$ cat src/rtl/regfile_pkg.sv
// rtl/regfile_pkg.sv - shared register-file geometry and types
package regfile_pkg;

  localparam int REG_COUNT  = 32;
  localparam int REG_ADDR_W = 5;
  localparam int WORD_W     = 32;

  typedef logic [REG_ADDR_W-1:0] reg_addr_t;
  typedef logic [WORD_W-1:0]     word_t;

  localparam reg_addr_t ZERO_REG = 5'd0;

endpackage

$ cat src/rtl/rr_arbiter.sv
// rtl/rr_arbiter.sv - combinational round-robin picker starting at ptr
module rr_arbiter #(
  parameter int NUM_REQ = 4,
  parameter int PTR_W   = (NUM_REQ > 1) ? $clog2(NUM_REQ) : 1
) (
  input  logic [NUM_REQ-1:0] req,
  input  logic [PTR_W-1:0]   ptr,
  output logic [NUM_REQ-1:0] grant,
  output logic [PTR_W-1:0]   winner,
  output logic               any_grant
);

  int idx;

  // Scan from the farthest slot back to ptr so the closest valid requester wins last.
  always_comb begin
    grant     = '0;
    winner    = '0;
    any_grant = 1'b0;
    idx       = 0;
    for (int k = NUM_REQ - 1; k >= 0; k--) begin
      idx = int'(ptr) + k;
      if (idx >= NUM_REQ) idx = idx - NUM_REQ;
      if (req[idx]) begin
        winner    = PTR_W'(idx);
        any_grant = 1'b1;
      end
    end
    if (any_grant) grant[winner] = 1'b1;
  end

endmodule

$ cat src/rtl/regfile_read_arbiter.sv
// rtl/regfile_read_arbiter.sv - round-robin shared read port for the register file
// REGFILE_BYPASS_EN enables same-cycle write forwarding onto resp_data.
module regfile_read_arbiter
  import regfile_pkg::*;
#(
  parameter int NUM_REQ = 4,
  parameter int DATA_W  = WORD_W,
  parameter int ADDR_W  = REG_ADDR_W
) (
  input  logic                      clk,
  input  logic                      reset_n,
  input  logic [NUM_REQ-1:0]        req_valid,
  input  logic [NUM_REQ*ADDR_W-1:0] req_addr,
  output logic [NUM_REQ-1:0]        req_ready,
  output logic [ADDR_W-1:0]         mux_select,
  input  logic [DATA_W-1:0]         mux_data,
  input  logic                      wr_en,
  input  logic [ADDR_W-1:0]         wr_addr,
  input  logic [DATA_W-1:0]         wr_data,
  output logic [NUM_REQ-1:0]        resp_valid,
  output logic [DATA_W-1:0]         resp_data,
  output logic [ADDR_W-1:0]         resp_addr
);

  localparam int PTR_W = (NUM_REQ > 1) ? $clog2(NUM_REQ) : 1;

  logic [PTR_W-1:0]   ptr_q, ptr_d, winner;
  logic [NUM_REQ-1:0] grant, resp_valid_q, resp_valid_d;
  logic               any_grant, grant_ok;
  logic [ADDR_W-1:0]  sel_q, sel_d, win_addr, resp_addr_q, resp_addr_d;
  logic [DATA_W-1:0]  rd_word, resp_data_q, resp_data_d;

  rr_arbiter #(.NUM_REQ(NUM_REQ), .PTR_W(PTR_W)) u_arb (
    .req       (req_valid),
    .ptr       (ptr_q),
    .grant     (grant),
    .winner    (winner),
    .any_grant (any_grant)
  );

  assign grant_ok   = any_grant & reset_n;
  assign req_ready  = reset_n ? grant : '0;
  assign win_addr   = req_addr[int'(winner)*ADDR_W +: ADDR_W];
  // Idle cycles keep the last select so the 32:1 mux does not toggle.
  assign mux_select = grant_ok ? win_addr : sel_q;

  always_comb begin
    rd_word = mux_data;
`ifdef REGFILE_BYPASS_EN
    if (wr_en && (wr_addr == win_addr) && (wr_addr != ADDR_W'(ZERO_REG))) rd_word = wr_data;
`endif
    if (win_addr == ADDR_W'(ZERO_REG)) rd_word = '0;
  end

`ifndef REGFILE_BYPASS_EN
  logic unused_wr;
  assign unused_wr = ^{wr_en, wr_addr, wr_data};
`endif

  always_comb begin
    ptr_d        = ptr_q;
    sel_d        = sel_q;
    resp_valid_d = '0;
    resp_data_d  = resp_data_q;
    resp_addr_d  = resp_addr_q;
    if (grant_ok) begin
      ptr_d        = (winner == PTR_W'(NUM_REQ - 1)) ? '0 : winner + PTR_W'(1);
      sel_d        = win_addr;
      resp_valid_d = grant;
      resp_data_d  = rd_word;
      resp_addr_d  = win_addr;
    end
  end

  always_ff @(posedge clk) begin
    if (!reset_n) begin
      ptr_q        <= '0;
      sel_q        <= '0;
      resp_valid_q <= '0;
      resp_data_q  <= '0;
      resp_addr_q  <= '0;
    end else begin
      ptr_q        <= ptr_d;
      sel_q        <= sel_d;
      resp_valid_q <= resp_valid_d;
      resp_data_q  <= resp_data_d;
      resp_addr_q  <= resp_addr_d;
    end
  end

  assign resp_valid = resp_valid_q;
  assign resp_data  = resp_data_q;
  assign resp_addr  = resp_addr_q;

endmodule

$ cat config.mk
export PLATFORM = sky130hd
export DESIGN_NAME = regfile_read_arbiter
export DESIGN_NICKNAME = d
export VERILOG_FILES = /design/src/rtl/regfile_pkg.sv /design/src/rtl/rr_arbiter.sv /design/src/rtl/regfile_read_arbiter.sv
export SDC_FILE = /design/constraint.sdc
export NUM_CORES = 1
export LEC_CHECK = 0
export BUFFER_PORTS_ARGS = -buffer_cell sky130_fd_sc_hd__buf_2
export CAP_MARGIN = 20
export CORE_MARGIN = 3
export CORE_UTILIZATION = 45
export DETAILED_ROUTE_END_ITERATION = 8
export GPL_TIMING_DRIVEN = 0
export HOLD_SLACK_MARGIN = 0.02
export MAX_ROUTING_LAYER = met4
export PLACE_DENSITY = 0.86
export RECOVER_POWER = 25
export REMOVE_ABC_BUFFERS = 1
export SKIP_LAST_GASP = 1
export SYNTH_ARGS = -nofsm -noshare
export SYNTH_HDL_FRONTEND = slang
export SYNTH_SLANG_ARGS = --single-unit
$ cat constraint.sdc
create_clock -name clk -period 5.2 [get_ports clk]
set_clock_uncertainty 0.15 [all_clocks]
set_input_delay 0.26 -clock clk [delete_from_list [all_inputs] [get_ports clk]]
set_output_delay 0.26 -clock clk [all_outputs]
set_load 0.05 [all_outputs]
## After elaboration in Yosys (flattened, before gate mapping)

Cells that the tools add are included.

- Word-level logic and storage cells: 61
- Memories kept: 0
- ROM bits: 0
- Latch bits: 0
- Register bits after elaboration: 48
- Output and inout port bits: 50
- RAM bits: 0
- Input bits: 96

- Equal/unequal tests: 1
- $mul: 1
- Reductions and logical operators: 3
- $add $sub $neg: 8
- Order comparisons: 10
- Multiplexer cells: 31
- Divide/modulo/power cells: 0
- Shift-type cells: 1
- Bitwise logic cells: 1

Operators with widths:

| kind | count |
|---|---|
| two-way mux 32 bit | 5 |
| less-than comparator 32 x 4 -> 1 bit, second input constant | 4 |
| >= comparator 32 x 4 -> 1 bit, second input constant | 3 |
| subtractor 32 x 4 -> 32 bit, second input constant | 3 |
| indexed part select 20 x 6 -> 5 bit | 1 |
| two-way mux 1 bit | 13 |
| two-way mux 2 bit | 5 |
| binary-select mux 1 bit (select 2 bit) | 4 |
| two-way mux 4 bit | 2 |
| adder 2 x 2 -> 3 bit, second input constant | 2 |
| logical NOT 5 bit | 1 |
| multiplier 2 x 3 -> 5 bit, second input constant | 1 |
| two-way mux 5 bit | 1 |
| subtractor 2 x 3 -> 4 bit, second input constant | 1 |
| adder 2 x 1 -> 3 bit, second input constant | 1 |
| >= comparator 2 x 3 -> 1 bit, second input constant | 1 |
| less-than comparator 2 x 3 -> 1 bit, second input constant | 1 |
| adder 2 x 1 -> 2 bit, second input constant | 1 |
| demux 1 bit (select 2 bit) | 1 |
| == test 2 bit, second input constant | 1 |
| >= comparator 2 x 1 -> 1 bit, second input constant | 1 |
| AND reduction 2 bit | 1 |
| bitwise AND 1 bit | 1 |
| logical AND 1 bit | 1 |

## Logic depth before layout (Yosys ltp)

- Depth after elaboration: 16
- Mapped depth: 9
- Mapped depth without buffers: 7

## Modules after synthesis

Synthesis repeated with hierarchy kept, for this count alone.

- Cell total of the unflattened synthesis: 314
- Area total of the unflattened synthesis: 2727.6 um2

Modules (own cells, without submodules):

| module | cells each | area each (um2) | sequential area each (um2) | instances |
|---|---|---|---|---|
| regfile_read_arbiter | 281 | 2516.2 | 960.9 | 1 |
| rr_arbiter | 33 | 211.5 | 0.0 | 1 |

## Worst setup path after synthesis

Ideal clock, no wire load.

- Path type: reg-to-reg
- Start point: reg ptr_q[1]
- End point: reg sel_q[3]
- Required time: 4.935 ns
- Data arrival time: 1.952 ns
- Clock period less this slack: 2.217 ns
- Path buffers: 1
- Slack: 2.983 ns
- Stages on the path, launching flop included: 9
- Setup time: 0.115 ns
- Cells stage by stage: dfxtp_1 a21oi_1 o21ai_1 a2bb2oi_2 buf_6 mux2i_1 mux2i_4 mux2_2 and2_1

- Word-level cells in the longest chain between the ends: 13
- Elaborated cells between the ends (all ways): 39
- Classes of those cells: add/sub: 7; mul: 1; order compare: 4; shift: 1; mux: 25; bitwise: 1

RTL lines:

| item | RTL line | RTL |
|---|---|---|
| start: declaration | regfile_read_arbiter.sv:27 | `logic [PTR_W-1:0] ptr_q, ptr_d, winner;` |
| start signal: assignment | regfile_read_arbiter.sv:83 | `ptr_q <= ptr_d;` |
| adder 2 x 2 -> 3 bit | rr_arbiter.sv:22 | `idx = int'(ptr) + k;` |
| subtractor 32 x 4 -> 32 bit / >= comparator 32 x 4 -> 1 bit (equally long branches) | rr_arbiter.sv:23 | `if (idx >= NUM_REQ) idx = idx - NUM_REQ;` |
| two-way mux 32 bit | rr_arbiter.sv:23 |  |
| binary-select mux 1 bit (select 2 bit) | rr_arbiter.sv:24 | `if (req[idx]) begin` |
| two-way mux 1 bit (not written as such) (2 in series) | rr_arbiter.sv:24 |  |
| two-way mux 2 bit (4 in series) | rr_arbiter.sv:24 |  |
| multiplier 2 x 3 -> 5 bit | regfile_read_arbiter.sv:43 | `assign win_addr = req_addr[int'(winner)*ADDR_W +: ADDR_W];` |
| indexed part select 20 x 6 -> 5 bit | regfile_read_arbiter.sv:43 |  |
| two-way mux 5 bit (*) | - |  |
| via mux_select[3] | regfile_read_arbiter.sv:15 | `output logic [ADDR_W-1:0] mux_select,` |
| end signal: assignment | regfile_read_arbiter.sv:84 | `sel_q <= sel_d;` |
| end: declaration | regfile_read_arbiter.sv:30 | `logic [ADDR_W-1:0] sel_q, sel_d, win_addr, resp_addr_q, resp_addr_d;` |

Mark *: on every way through the listed nets, which the timed path passes. The rest lies on a longest branch. The select of a mux whose other input is x is not followed.
A chain may end at the register's enable or synchronous reset.

## Worst setup path in the final report

- Start point: reg ptr_q[1]
- End point: out mux_select[2]

- Word-level cells in the longest chain between the ends: 13
- Elaborated cells between the ends (all ways): 39
- Classes of those cells: add/sub: 7; mul: 1; order compare: 4; shift: 1; mux: 25; bitwise: 1

RTL lines:

| item | RTL line |
|---|---|
| adder 2 x 2 -> 3 bit | rr_arbiter.sv:22 |
| subtractor 32 x 4 -> 32 bit / >= comparator 32 x 4 -> 1 bit (equally long branches) | rr_arbiter.sv:23 |
| two-way mux 32 bit | rr_arbiter.sv:23 |
| binary-select mux 1 bit (select 2 bit) | rr_arbiter.sv:24 |
| two-way mux 1 bit (not written as such) (2 in series) | rr_arbiter.sv:24 |
| two-way mux 2 bit (4 in series) | rr_arbiter.sv:24 |
| multiplier 2 x 3 -> 5 bit | regfile_read_arbiter.sv:43 |
| indexed part select 20 x 6 -> 5 bit | regfile_read_arbiter.sv:43 |
| two-way mux 5 bit (*) | - |
| end: declaration | regfile_read_arbiter.sv:15 |

Mark *: on every way between the ends. The rest lies on a longest branch, timed or not. The select of a mux whose other input is x is not followed.

==> summary.md <==
| Metric | Value |
|---|---|
| Outcome | `completed` |
| H-tree levels | `2` |
| Total of max-cap violations | `0` |
| Vias in the first global route | `2507` |
| Post-layout nets | `505` |
| Most frequent cells in the layout | `buf_2 (83), nand3_1 (64), dfxtp_1 (48), and3_1 (41), o31ai_1 (32)` |
| Multiplexer share of the synthesized area | `0.09165` |
| Die area | `6744 sq um` |
| DR WL/cell | `15.91 um` |
| Met3 GRT Util | `0.03362` |
| First-pass GRT wire length | `11830 um` |
| Commonest non-fill, non-tap cell in the layout | `buf_2` |
| CTS tree | `done` |
| Dpl cells | `468` |
| All-layer global routing usage | `0.2281` |
| Simple-Gate Fraction of Synth Area | `0.2610` |
| Maximum vdd drop | `0.2673 mV` |
| GR Util met2 | `0.4039` |
| DR vias/cell | `5.734` |
| Synth unique cells | `28` |
| Critical-path maximum fanout | `34` |
| Slew headroom | `0.2883` |
| Synth-to-layout area growth | `28.22%` |
| Worst Hold Class | `in -> reg` |
| CP Capture Type | `primary output` |
| CTS root buffer | `clkbuf_8` |
| Antenna violations before repair | `0` |
| PD cells | `400.3 nW/um^2` |
| Post-CTS setup buffer count | `0` |
| Deepest clock path buffer count | `2` |
| Required @ worst endpoint | `4790 ps` |
| Largest net degree at the start of global routing | `86` |
| Avg Inst Size Synth | `8.278 sq um` |
| Final Non-Filler Cells | `478` |
| DP HPWL | `4979 um` |
| Worst-margin pin slew | `1045 ps` |
| Starting DRT DRC Count | `116` |
| I/O pins | `146` |
| Crit path kind | `reg -> out` |
| Register bit total from synthesis | `48` |
| DRC | `0` |
| Reg clk slew, reported paths | `90 ps` |
| Comb power frac | `0.483` |
| Crit path time final | `3681 ps` |
| Sw Ratio | `0.4655` |
| Syn. warnings | `0` |
| Adder-Cell Fraction of Synth Area | `0.01919` |
| CTS hold repair buffers | `0` |
| Starting density of the core | `0.4678` |
| Synth Flop Type | `dfxtp_1` |
| Busiest grt layer | `met2` |
| Post_cts resized | `0` |
| WP data arrival | `3270 ps` |
| CP Launch Type | `register` |
| EDFF count, synth | `0` |
| Fin. max-slew vios | `0` |
| Final setup viols | `0` |
| FMAX | `271.7 MHz` |
| Met1 Track Usage GR | `0.2702` |
| Sequential power share | `0.343` |
| Die width | `82.12 um` |
| Row cnt | `27` |
| Pint | `715.3 uW` |
| ANT nets after route | `0` |
| Die Y | `82.12 um` |
| Post-Synth XOR/XNOR Area | `0` |
| Post-synthesis sequential area ratio | `0.3685` |
| Routability cong. | `0.7346` |
| DRT Wirelength | `7607 um` |
| # diodes | `0` |
| CTS Buf Count | `5` |
| Period utilization | `0.7079` |
| LEAKAGE | `0.001562 uW` |
| Share of power burned in the clock network | `0.174` |
| GRT Residual Overflow | `0` |
| Core Box Area | `5574 sq um` |
| Final Core Density | `0.5998` |
| RSZ-0062 raised after global routing | `false` |
| Skew-Pair Late Insertion Delay | `300 ps` |
| Async SR Flop Fraction | `0` |
| Net Switching | `623.1 uW` |
| Mapped Area | `2608 sq um` |
| Synth Area in Compound Gates | `0.1963` |
| Clock sinks | `48` |
| Via count | `2741` |
| Port Buffers | `107` |
| Drt pass-1 iters | `4` |
| Mapped Cells | `315` |
| Largest family of logic cells by synthesized area | `simple AND/OR/NAND/NOR gates` |
| Fin Setup TNS | `0 ps` |
| Share of cells above drive strength 1 | `0.2783` |
| Hold Fails Final Rpt | `0` |
flip-flops by register name (all words and copies together) (netlist names):
| register | cells |
|---|---|
| resp_data | 32 |
| resp_addr | 5 |
| sel_q | 5 |
| resp_valid | 4 |
| ptr_q | 2 |
worst paths after layout:
check | to | slack, ps | cells past startpoint | start
worst max register to register | sel_q[2]$_SDFF_PN0_ | 2170 | 7 | ptr_q[1]$_SDFFE_PN0P_
worst min register to register | resp_addr[2]$_SDFFE_PN0P_ | 320 | 2 | resp_addr[2]$_SDFFE_PN0P_
worst min-delay path | resp_data[29]$_SDFFE_PN0P_ | 190 | 4 | mux_data[29]
worst max-delay path | mux_select[2] | 1520 | 7 | ptr_q[1]$_SDFFE_PN0P_
Yosys cell counts, types with 2 or more instances:
library cell | count | share of area
a21boi_0 | 4 | 0.012
a21boi_1 | 2 | 0.0058
a21oi_1 | 3 | 0.0058
and2_1 | 5 | 0.012
and3_1 | 41 | 0.098
buf_2 | 9 | 0.017
clkbuf_1 | 21 | 0.030
clkbuf_2 | 3 | 0.0058
dfxtp_1 | 48 | 0.37
ha_1 | 4 | 0.019
inv_1 | 4 | 0.0058
mux2_2 | 5 | 0.022
mux2i_1 | 11 | 0.042
mux2i_2 | 2 | 0.011
mux2i_4 | 2 | 0.017
nand2_1 | 14 | 0.020
nand3_1 | 64 | 0.12
o21ai_0 | 5 | 0.0096
o21ai_1 | 28 | 0.054
o31ai_1 | 32 | 0.092
area by class of cell:
cell class	instances	area [sq um]
fillers	514	2231
multi-input cells	229	1518
flip-flops and latches	48	960.9
repair buffers	117	665.6
well taps	72	90.09
clock buffers	7	86.33
inverters	4	15.01
clock inverters	1	7.507
critical path: stages, from the launching register on:
cell and delay, ps:
dfxtp_1 390, a21oi_1 160, o21ai_1 90, a2bb2oi_2 660, mux2i_1 230, mux2i_4 860
mux2_2 310, buf_2 260
cells by family (layout without fill, tap and decap cells):
group,after synthesis,count (layout)
AO/OA/AOI/OAI,78,78
flip-flops,48,48
buffers and inverters,38,129
multiplexers,20,20
adder cells (fa/ha/maj),4,4
AND/OR/NAND/NOR,127,127
power by group through the flow:
stage / combinational [uW] / clock [uW] / sequential (uW)
6_report: 646 / 233 / 459
5_1_grt: 685 / 256 / 466
4_1_cts: 644 / 242 / 458
3_5_place_dp: 642 / 0 / 466
3_3_place_gp: 588 / 0 / 462
2_1_floorplan: 259 / 0 / 643
through the flow:
stage	hold WS, ps	total power [uW]	setup WS, ps	cell area [sq um]
global route	180.9	1407	1355	3343
CTS	179.3	1343	1486	3333
floorplan	231.7	902.6	1464	2457
detailed placement	292.6	1107	1787	3239
finish	188.2	1338	1519	3343
global placement	287.8	1050	-463.3	3083
per-layer routing:
metal / part of all wire / wire, um / up-vias
li1: - / - / 1338
met1: 0.42 / 3189 / 1300
met2: 0.51 / 3902 / 95
met3: 0.058 / 441 / 8
met4: 0.0096 / 73 / 0
met5: 0 / 0 / -
No activity file was read; power rests on OpenSTA's default activity.
